--- config.mk ---
export PLATFORM = sky130hd
export DESIGN_NAME = counter_sequencer
export DESIGN_NICKNAME = d
export VERILOG_FILES = /design/src/rtl/counter_sequencer.sv
export SDC_FILE = /design/constraint.sdc
export NUM_CORES = 1
export LEC_CHECK = 0
export BUFFER_PORTS_ARGS = -buffer_cell sky130_fd_sc_hd__buf_2
export CORE_MARGIN = 2
export CORE_UTILIZATION = 35
export CTS_CLUSTER_DIAMETER = 100
export DETAILED_ROUTE_END_ITERATION = 12
export MAX_ROUTING_LAYER = met4
export SETUP_SLACK_MARGIN = 0.05
export SLEW_MARGIN = 20
export SYNTH_ARGS = -nofsm -noshare
export SYNTH_HDL_FRONTEND = slang
export SYNTH_SLANG_ARGS = --single-unit
--- constraint.sdc ---
create_clock -name clk -period 2.5 [get_ports clk]
set_input_delay 0.5 -clock clk [delete_from_list [all_inputs] [get_ports clk]]
set_output_delay 0.5 -clock clk [all_outputs]
set_load 0.1 [all_outputs]
--- src/rtl/counter_sequencer.sv ---
// counter_sequencer: run-control sequencer driving the enable/clear of a W-bit counter
// Ports: clk/reset (sync, active-high); start/stop/pause strobes; mode/limit/reps run setup;
//        count from the counter; cnt_ena/cnt_clr to the counter; busy, tc_pulse, done, err,
//        reps_done status.
module counter_sequencer #(
  parameter int W = 16
) (
  input  logic         clk,
  input  logic         reset,
  input  logic         start,
  input  logic         stop,
  input  logic         pause,
  input  logic         mode,
  input  logic [W-1:0] limit,
  input  logic [7:0]   reps,
  input  logic [W-1:0] count,
  output logic         cnt_ena,
  output logic         cnt_clr,
  output logic         busy,
  output logic         tc_pulse,
  output logic         done,
  output logic         err,
  output logic [7:0]   reps_done
);
  localparam logic [2:0] S_IDLE  = 3'd0;
  localparam logic [2:0] S_CLEAR = 3'd1;
  localparam logic [2:0] S_RUN   = 3'd2;
  localparam logic [2:0] S_WRAP  = 3'd3;
  localparam logic [2:0] S_DONE  = 3'd4;
  logic [2:0]   r_state, w_next;
  logic         r_mode, r_err;
  logic [W-1:0] r_limit;
  logic [7:0]   r_reps, r_reps_done;
  logic         w_accept, w_hit, w_last;
  assign w_accept  = (r_state == S_IDLE) & start & ~stop & (limit != '0);
  assign busy      = r_state != S_IDLE;
  assign cnt_ena   = (r_state == S_RUN) & ~pause & ~stop;
  assign cnt_clr   = ((r_state == S_CLEAR) | (r_state == S_WRAP)) & ~stop;
  assign tc_pulse  = ((r_state == S_WRAP) | (r_state == S_DONE)) & ~stop;
  assign done      = (r_state == S_DONE) & ~stop;
  assign err       = r_err;
  assign reps_done = r_reps_done;
  assign w_hit     = cnt_ena & (count == r_limit - W'(1));
  // 9-bit sum so a saturated reps_done can never alias onto a small reps value
  assign w_last    = ~r_mode | ((r_reps != 8'd0) & ({1'b0, r_reps_done} + 9'd1 == {1'b0, r_reps}));
  // stop returns to IDLE from anywhere; undefined encodings also fall back to IDLE
  always_comb begin
    w_next = stop                 ? S_IDLE :
             r_state == S_IDLE    ? (w_accept ? S_CLEAR : S_IDLE) :
             r_state == S_CLEAR   ? S_RUN :
             r_state == S_RUN     ? (w_hit ? (w_last ? S_DONE : S_WRAP) : S_RUN) :
             r_state == S_WRAP    ? S_RUN : S_IDLE;
  end
  always_ff @(posedge clk) begin
    if (reset) begin
      r_state     <= S_IDLE;
      r_mode      <= 1'b0;
      r_limit     <= '0;
      r_reps      <= '0;
      r_reps_done <= '0;
      r_err       <= 1'b0;
    end else begin
      r_state <= w_next;
      r_err   <= (r_state == S_IDLE) & start & ~stop & (limit == '0);
      if (w_accept) begin
        r_mode      <= mode;
        r_limit     <= limit;
        r_reps      <= reps;
        r_reps_done <= '0;
      end else if (tc_pulse && r_reps_done != 8'hff) begin
        r_reps_done <= r_reps_done + 8'd1;
      end
    end
  end
endmodule

==> results of run 1 <==
cells in the mapped netlist, types with 2 or more instances:
master and count:
and2_1 2, xnor2_1 16, nand2_1 14, a211oi_1 2, nor4_2 2, dfxtp_1 37, o41a_1 2, ha_1 2
buf_2 4, or2_2 2, o211ai_1 3, nand3_1 12, nor2_1 43, clkbuf_1 8, nor3b_1 2, nor4b_1 2
nor3_1 8, o21ai_0 10, or3_1 4, or4_1 2, xor2_1 17, nor4_1 7, nor2b_1 2, and3_1 5
nand4_1 5, inv_1 4, a21oi_1 9, mux2i_1 26
final cells by class:
cell class                 instances  share of cell area
tap                               77             0.03362
sequential                        37              0.2642
inverter                           4            0.005240
multi-input combinational        217              0.5358
clock buffer                       8             0.02795
timing repair buffer              70              0.1332
sequential cells by signal, indices dropped and copies added (netlist names):
signal / flops
err: 1
r_limit: 16
r_mode: 1
r_reps: 8
r_state: 3
reps_done: 8
routing by layer:
| metal | wire length, um | vias to the layer above |
|---|---|---|
| li1 | - | 1097 |
| met1 | 2697 | 995 |
| met2 | 2565 | 56 |
| met3 | 251 | 11 |
| met4 | 125 | 0 |
| met5 | 0 | - |
final timing paths:
check	start	slack, ns	to
worst min-delay path	reps[1]	0.47	r_reps[1]
worst min register to register	reps_done[1]	0.50	reps_done[1]
worst max register to register	r_limit[1]	0.16	r_state[1]
worst max-delay path	r_limit[1]	0.16	r_state[1]
report_power, final:
group | internal, mW | switching (mW) | total, mW
clock network | 0.198 | 0.191 | 0.390
registers | 0.607 | 0.0235 | 0.630
logic | 0.161 | 0.163 | 0.324
total | 0.966 | 0.378 | 1.34
worst max-delay path, delay by kind of cell, from the launching register on:
kind	cells	cell delay, ns
fa+ha+maj	1	0.17
buf+inv	1	0.06
compound gates	4	0.80
simple gates	3	0.86
flops	1	0.34
kinds of logic (layout without fill, tap and decap cells):
| logic type | count (synthesis) | in the layout | synth area share |
|---|---|---|---|
| buf+inv | 16 | 82 | 0.02889 |
| flops | 37 | 37 | 0.3289 |
| fa+ha+maj | 2 | 2 | 0.01111 |
| xor+xnor | 33 | 33 | 0.1283 |
| simple gates | 120 | 120 | 0.2805 |
| compound gates | 35 | 35 | 0.1017 |
| mux | 27 | 27 | 0.1206 |
stage by stage:
step | total power, mW | instance area [um2] | util | setup TNS, ns | cells
2_1_floorplan | 0.8434 | 2316 | - | -0.5677 | 270
3_3_place_gp | 0.9516 | 2748 | 0.4377 | 0 | 405
3_5_place_dp | 0.9523 | 2748 | 0.4377 | 0 | 405
4_1_cts | 1.346 | 2828 | 0.4505 | 0 | 413
5_1_grt | 1.430 | 2865 | 0.4564 | 0 | 413
6_report | 1.344 | 2865 | 0.4564 | 0 | 413
timing repair:
| action | 4_1_cts | 5_1_grt |
|---|---|---|
| resized for setup | 0 | 8 |
| setup endpoints to repair | 0 | 3 |
| setup buffers | 0 | 0 |
==> impl_results.rst, run 1 <==
.. list-table::
   :header-rows: 1

   * - Metric
     - Value
   * - Maximum clock rate
     - roughly 430 MHz
   * - Die span in x
     - ~84 um
   * - Depth of the most critical reg-to-reg path
     - 9
   * - Leading cell type in the layout, fill and taps excluded
     - buf_2
   * - Clock-pin slew on the worst setup and hold paths
     - around 0.070 ns
   * - Overflow left after global routing
     - 0
   * - Depth of the CTS H-tree
     - 2
   * - Height of the die
     - between 80 and 90 um
   * - Final count of negative-setup-slack endpoints
     - 0
   * - Post-synthesis instance total
     - 270
   * - Clock Sinks
     - 37
   * - Total number of vias
     - roughly 2,200
   * - Worst skew pair latency
     - 0.28 ns
   * - Sequential Area
     - roughly 760 um2
   * - Ratio of total power to cell area
     - between 400 and 500 mW/mm2
   * - Combined area of the multi-input logic cells
     - ~0.0015 mm2
   * - Total of flip-flops plus latches after synthesis
     - 37
   * - Area added between synthesis and finish
     - 27.22%
   * - Last weighted congestion value of the routability-driven placer
     - just over 0.9
   * - Layout fillers
     - approximately 640
   * - Synth unique cells
     - 46
   * - Leakage power figure
     - 1.217 nW
   * - Proportion of netlist area held by the largest area contributor
     - 0.3289
   * - Sequence of cells on the critical path
     - inv_1 > ha_2 > or4b_4 > nor3b_1 > o21ai_0 > o211ai_1 > o211a_1 > nand4_1 > o31a_1
   * - Post-synth top flop
     - dfxtp_1
   * - Hold-fix buffers at CTS
     - 0
   * - Highest-utilization routing layer at the global route stage
     - met2
   * - Synthesized net count
     - ~320
   * - GR met1 Demand/Resource
     - 0.2284
   * - Via/cell ratio
     - 5.228
   * - Slew of the pin with the lowest slew margin
     - 0.5263 ns
   * - Vias in the first global route
     - slightly above 2,000
   * - Diodes inserted
     - 0
   * - Run status
     - finished, final reports clean
   * - Routed Wire Length
     - about 5.6 mm
   * - Count of nets after finishing
     - roughly 380
   * - Average size of a mapped cell
     - roughly 8.3 um2
   * - DR WL/cell
     - 13.66 um
   * - Number of placed I/O pins
     - 60
   * - Initial Util
     - 0.3588
   * - Post-DP HPWL
     - roughly 4.4 mm
   * - Arrival time reported for the critical path endpoint
     - approximately 2.5 ns
   * - Global routing usage on met3
     - 0.03147
   * - Share of the cycle needed by the critical path after routing
     - 0.9359
   * - Slowest stage cell on the critical path
     - or4b_4
   * - Post-layout min period
     - about 2.3 ns
   * - Layout cell share with drive strength beyond 1
     - 0.3036
   * - Mapped cell area
     - approximately 0.0023 mm2
   * - Max VDD drop
     - 0.0002715 V
   * - Max-Cap Viols
     - 0
   * - Final hold viol count
     - 0
   * - EDFF count, synth
     - 0
   * - Largest net degree at the start of global routing
     - 30
   * - Worst Hold Class
     - in2reg
   * - Main area contributors after synthesis
     - dfxtp_1, mux2i_1, nor2_1
   * - Antenna violation net count after detailed routing
     - 0
   * - Count of final max-slew check failures
     - 0
   * - Port-buffer cells
     - 59
   * - Wire length of the first global-routing pass
     - 9.508 mm
   * - Least setup slack across all paths after layout
     - 0.1602 ns
   * - Pre-CTS setup slack
     - about 0.09 ns
   * - Clock root cell
     - clkbuf_8
   * - Required time at the worst-slack endpoint
     - around 2.7 ns
   * - Depth of the worst hold-timing path
     - 3
   * - Slew Limit Headroom
     - 0.6491
   * - Critical Path Source Type
     - flop
   * - Global-route track usage on met2
     - 0.2561
   * - Unrepaired setup endpoints after global routing
     - no
   * - Total global routing track utilization
     - 0.1685
   * - Clock buffer count from CTS
     - 5
   * - 1st-pass router iterations
     - 4
   * - Hold Slack
     - about 0.47 ns
   * - First-iteration detailed-routing DRC count
     - 78
   * - Type of the worst setup path
     - reg2reg
   * - Row cnt
     - 29
   * - Setup Skew
     - between 0.007 and 0.008 ns
   * - Fraction of registers with async set or reset after synthesis
     - 0
   * - Core outline area
     - 0.006277 mm2
   * - Number of synthesis warnings
     - 0
   * - Largest incremental delay on the critical path
     - around 0.48 ns
   * - Cell taking the most area after synthesis
     - dfxtp_1
   * - Clock tree from TritonCTS
     - done
   * - Number of remaining DRC errors
     - 0
   * - Leading cell types in the layout, fill and taps excluded
     - buf_2, nor2_1, dfxtp_1
   * - Initial antenna violation count
     - 0
   * - Sequential-to-total area share from yosys stat
     - 0.3289
   * - Die Outline Area
     - around 0.0071 mm2
   * - Type of element capturing the critical path
     - flop
   * - Maximum clock insertion buffer count
     - 2
   * - Maximum fanout count along the critical path
     - 4
Power figures use the tool's default switching activity.
==> inputs of run 2 (changes only) <==
--- a/config.mk
+++ b/config.mk
@@ -10,7 +10,9 @@
 export CORE_UTILIZATION = 35
 export CTS_CLUSTER_DIAMETER = 100
 export DETAILED_ROUTE_END_ITERATION = 12
+export GPL_TIMING_DRIVEN = 0
 export MAX_ROUTING_LAYER = met4
+export PLACE_DENSITY_LB_ADDON = 0.05
 export SETUP_SLACK_MARGIN = 0.05
 export SLEW_MARGIN = 20
 export SYNTH_ARGS = -nofsm -noshare
==> impl_results.rst, run 2 (synthesized netlist as in run 1, its figures left out) <==
.. list-table::
   :header-rows: 1

   * - Metric
     - Value
   * - Maximum fanout count along the critical path
     - 6 (+2)
   * - Switching share of total power
     - 0.2859 (+0.004849)
   * - Number of remaining DRC errors
     - 0 (unchanged)
   * - Max-Cap Viols
     - 0 (unchanged)
   * - Count of nets after finishing
     - 385 (+0.52%)
   * - Max VDD drop
     - 0.0003944 V (+45%)
   * - Clock buffer count from CTS
     - 5 (unchanged)
   * - Sequence of cells on the critical path
     - inv_2 > ha_4 > or4b_4 > buf_6 > and2_4 > o41a_1 > nor4_2 > nand4_1 > o31a_1
   * - Total global routing track utilization
     - 0.1718 (+0.003309)
   * - Layout cell share with drive strength beyond 1
     - 0.2899 (-0.01363)
   * - Diodes inserted
     - 0 (unchanged)
   * - Largest incremental delay on the critical path
     - 0.46 ns (-0.02 ns)
   * - Row cnt
     - 29 (unchanged)
   * - End point of the most critical hold path
     - r_reps[4]
   * - Sequential Area
     - 760.7 um2 (+0.50%)
   * - Routed wire length on met3
     - 272 um (+8.4%)
   * - Arrival time reported for the critical path endpoint
     - 2.58 ns (+0.07 ns)
   * - 1st-pass router iterations
     - 4 (unchanged)
   * - Share of the cycle needed by the critical path after routing
     - 0.9600 (+0.02410)
   * - DR WL/cell
     - 14.02 um (+2.7%)
   * - Count of final max-slew check failures
     - 0 (unchanged)
   * - Largest delay contributor family on the critical path
     - simple AND/OR/NAND/NOR gates
   * - Type of the worst setup path
     - reg2reg
   * - Leading cell types in the layout, fill and taps excluded
     - buf_2, nor2_1, dfxtp_1
   * - Clock root cell
     - clkbuf_8
   * - Int Pwr
     - 0.9575 mW (-0.92%)
   * - Total Neg Setup Slack
     - 0 ns (unchanged)
   * - Startpoint of the most critical hold path
     - reps[4]
   * - Worst skew pair latency
     - 0.28 ns (about the same)
   * - Final hold viol count
     - 0 (unchanged)
   * - Critical Path Source Type
     - flop
   * - Uppermost metal layer occupied by signal nets
     - met4
   * - Run status
     - finished, final reports clean
   * - Combined area of the multi-input logic cells
     - 0.001545 mm2 (+0.65%)
   * - Depth of the most critical reg-to-reg path
     - 9 (unchanged)
   * - Unrepaired setup endpoints after global routing
     - yes
   * - Largest net degree at the start of global routing
     - 11 (-63%)
   * - Slew of the pin with the lowest slew margin
     - 0.5197 ns (-0.006601 ns)
   * - Routed Wire Length
     - 5.818 mm (+3.2%)
   * - Port-buffer cells
     - 59 (unchanged)
   * - Leakage power figure
     - 1.199 nW (-1.4%)
   * - Core outline area
     - 0.006277 mm2 (unchanged)
   * - Initial Util
     - 0.3588 (unchanged)
   * - Flip-flop count of the largest register, all copies and words added
     - 16 (unchanged)
   * - Slew Limit Headroom
     - 0.6535 (+0.004400)
   * - Ratio of total power to cell area
     - 468.8 mW/mm2 (about the same)
   * - Clock Sinks
     - 37 (unchanged)
   * - Reg2Reg Setup Slack
     - 0.1 ns (-0.06 ns)
   * - Leading cell type in the layout, fill and taps excluded
     - buf_2
   * - FF-to-FF Start
     - r_limit[0]
   * - Maximum clock rate
     - 416.7 MHz (-2.5%)
   * - Clock tree from TritonCTS
     - done
   * - Antenna violation net count after detailed routing
     - 0 (unchanged)
   * - Height of the die
     - 84.22 um (unchanged)
   * - Least setup slack across all paths after layout
     - 0.09994 ns (-0.06024 ns)
   * - Final count of negative-setup-slack endpoints
     - 0 (unchanged)
   * - Endpoint of the most critical register-to-register path
     - r_state[1]
   * - Clock-pin slew on the worst setup and hold paths
     - 0.07 ns (about the same)
   * - Hold-fix buffers at CTS
     - 0 (unchanged)
   * - Last weighted congestion value of the routability-driven placer
     - 0.8478 (-6.6%)
   * - Required time at the worst-slack endpoint
     - 2.68 ns (about the same)
   * - Depth of the worst hold-timing path
     - 3 (unchanged)
   * - Area added between synthesis and finish
     - 27.00%
   * - Pre-CTS setup slack
     - -0.1102 ns (-0.2003 ns)
   * - Seq pwr share
     - 0.473 (+0.004)
   * - Worst Hold Class
     - in2reg
   * - Die Outline Area
     - 0.007092 mm2 (unchanged)
   * - Total number of vias
     - 2,095 (-3.0%)
   * - Combinational cell fraction of total power
     - 0.231 (-0.010)
   * - First-iteration detailed-routing DRC count
     - 116 (+49%)
   * - Vias in the first global route
     - 1,941 (-4.8%)
   * - Post-layout min period
     - 2.400 ns (+0.06024 ns)
   * - Via/cell ratio
     - 5.048 (-3.4%)
   * - Depth of the CTS H-tree
     - 2 (unchanged)
   * - Number of placed I/O pins
     - 60 (unchanged)
   * - Maximum clock insertion buffer count
     - 2 (unchanged)
   * - Clock power share
     - 0.295 (+0.005)
   * - Count of buffering cells on the critical path with inverters included
     - 2 (+1)
   * - Final core utilization
     - 0.4557 (-0.0007970)
   * - Post-DP HPWL
     - 4.513 mm (+1.5%)
   * - Wire length of the first global-routing pass
     - 9.515 mm (about the same)
   * - Layout fillers
     - 640 (+0.63%)
   * - Detailed-route wire length on metal 1
     - 3.040 mm (+13%)
   * - Switching power total
     - 0.3834 mW (+1.5%)
   * - Overflow left after global routing
     - 0 (unchanged)
   * - Initial antenna violation count
     - 0 (unchanged)
   * - Register bank with the most flops
     - r_limit
   * - Type of element capturing the critical path
     - flop
   * - Slowest stage cell on the critical path
     - or4b_4
   * - Die span in x
     - 84.22 um (unchanged)
   * - Detailed route wirelength on metal2
     - 2.482 mm (-3.2%)
   * - Setup Skew
     - 0.007242 ns (+0.0001363 ns)
-- run 2: power groups by stage --
stage               registers [mW]  clock network (mW)  logic (mW)
floorplan                    0.639                   0       0.205
global placement             0.648                   0       0.287
detailed placement           0.648                   0       0.287
CTS                          0.635               0.415       0.309
global route                 0.638               0.441       0.342
finish                       0.635               0.396       0.310
-- run 2: worst max path at each step --
stage,start,endpoint,slack [ns],cells past startpoint
final,r_limit[0],r_state[1],0.1,9
after global routing,r_limit[0],r_state[1],0.02,9
after CTS,r_limit[0],r_state[1],0.06,9
after detailed placement,r_limit[2],r_state[1],-0.11,7
after global placement,r_limit[2],r_state[1],-0.13,7
after floorplan,stop,reps_done[4],-0.13,5
-- run 2: area by class of cell --
class,count,area share
inverter,4,0.005249
clock buffer,8,0.02800
sequential,37,0.2660
timing repair buffer,61,0.1085
tap,77,0.03368
buffer,11,0.01837
multi-input combinational,217,0.5402
-- run 2: worst min-delay path: stages --
cell,delay [ns]
buf_2,0.08
mux2i_1,0.05
nor2_1,0.07
-- run 2: layer usage --
metal	vias to the layer above	global-route usage
met5	-	-
met4	0	0.03519
met3	2	0.03638
met2	50	0.2410
met1	945	0.2536
li1	1098	-
-- run 2: through the flow --
stage	instances	instance area, um2	hold WS, ns	power [mW]
after global routing	415	2860	0.4587	1.421
after CTS	415	2845	0.4470	1.359
final	415	2860	0.4562	1.341
after global placement	406	2708	0.4916	0.9354
after detailed placement	406	2708	0.4965	0.9352
after floorplan	270	2316	0.4612	0.8434
-- run 2: timing repair --
action,in CTS,in global routing
hold endpoints to repair,0,0
endpoints found under the setup margin,3,2
gates resized for setup,11,3
pin swaps,5,4
setup buffers,1,1
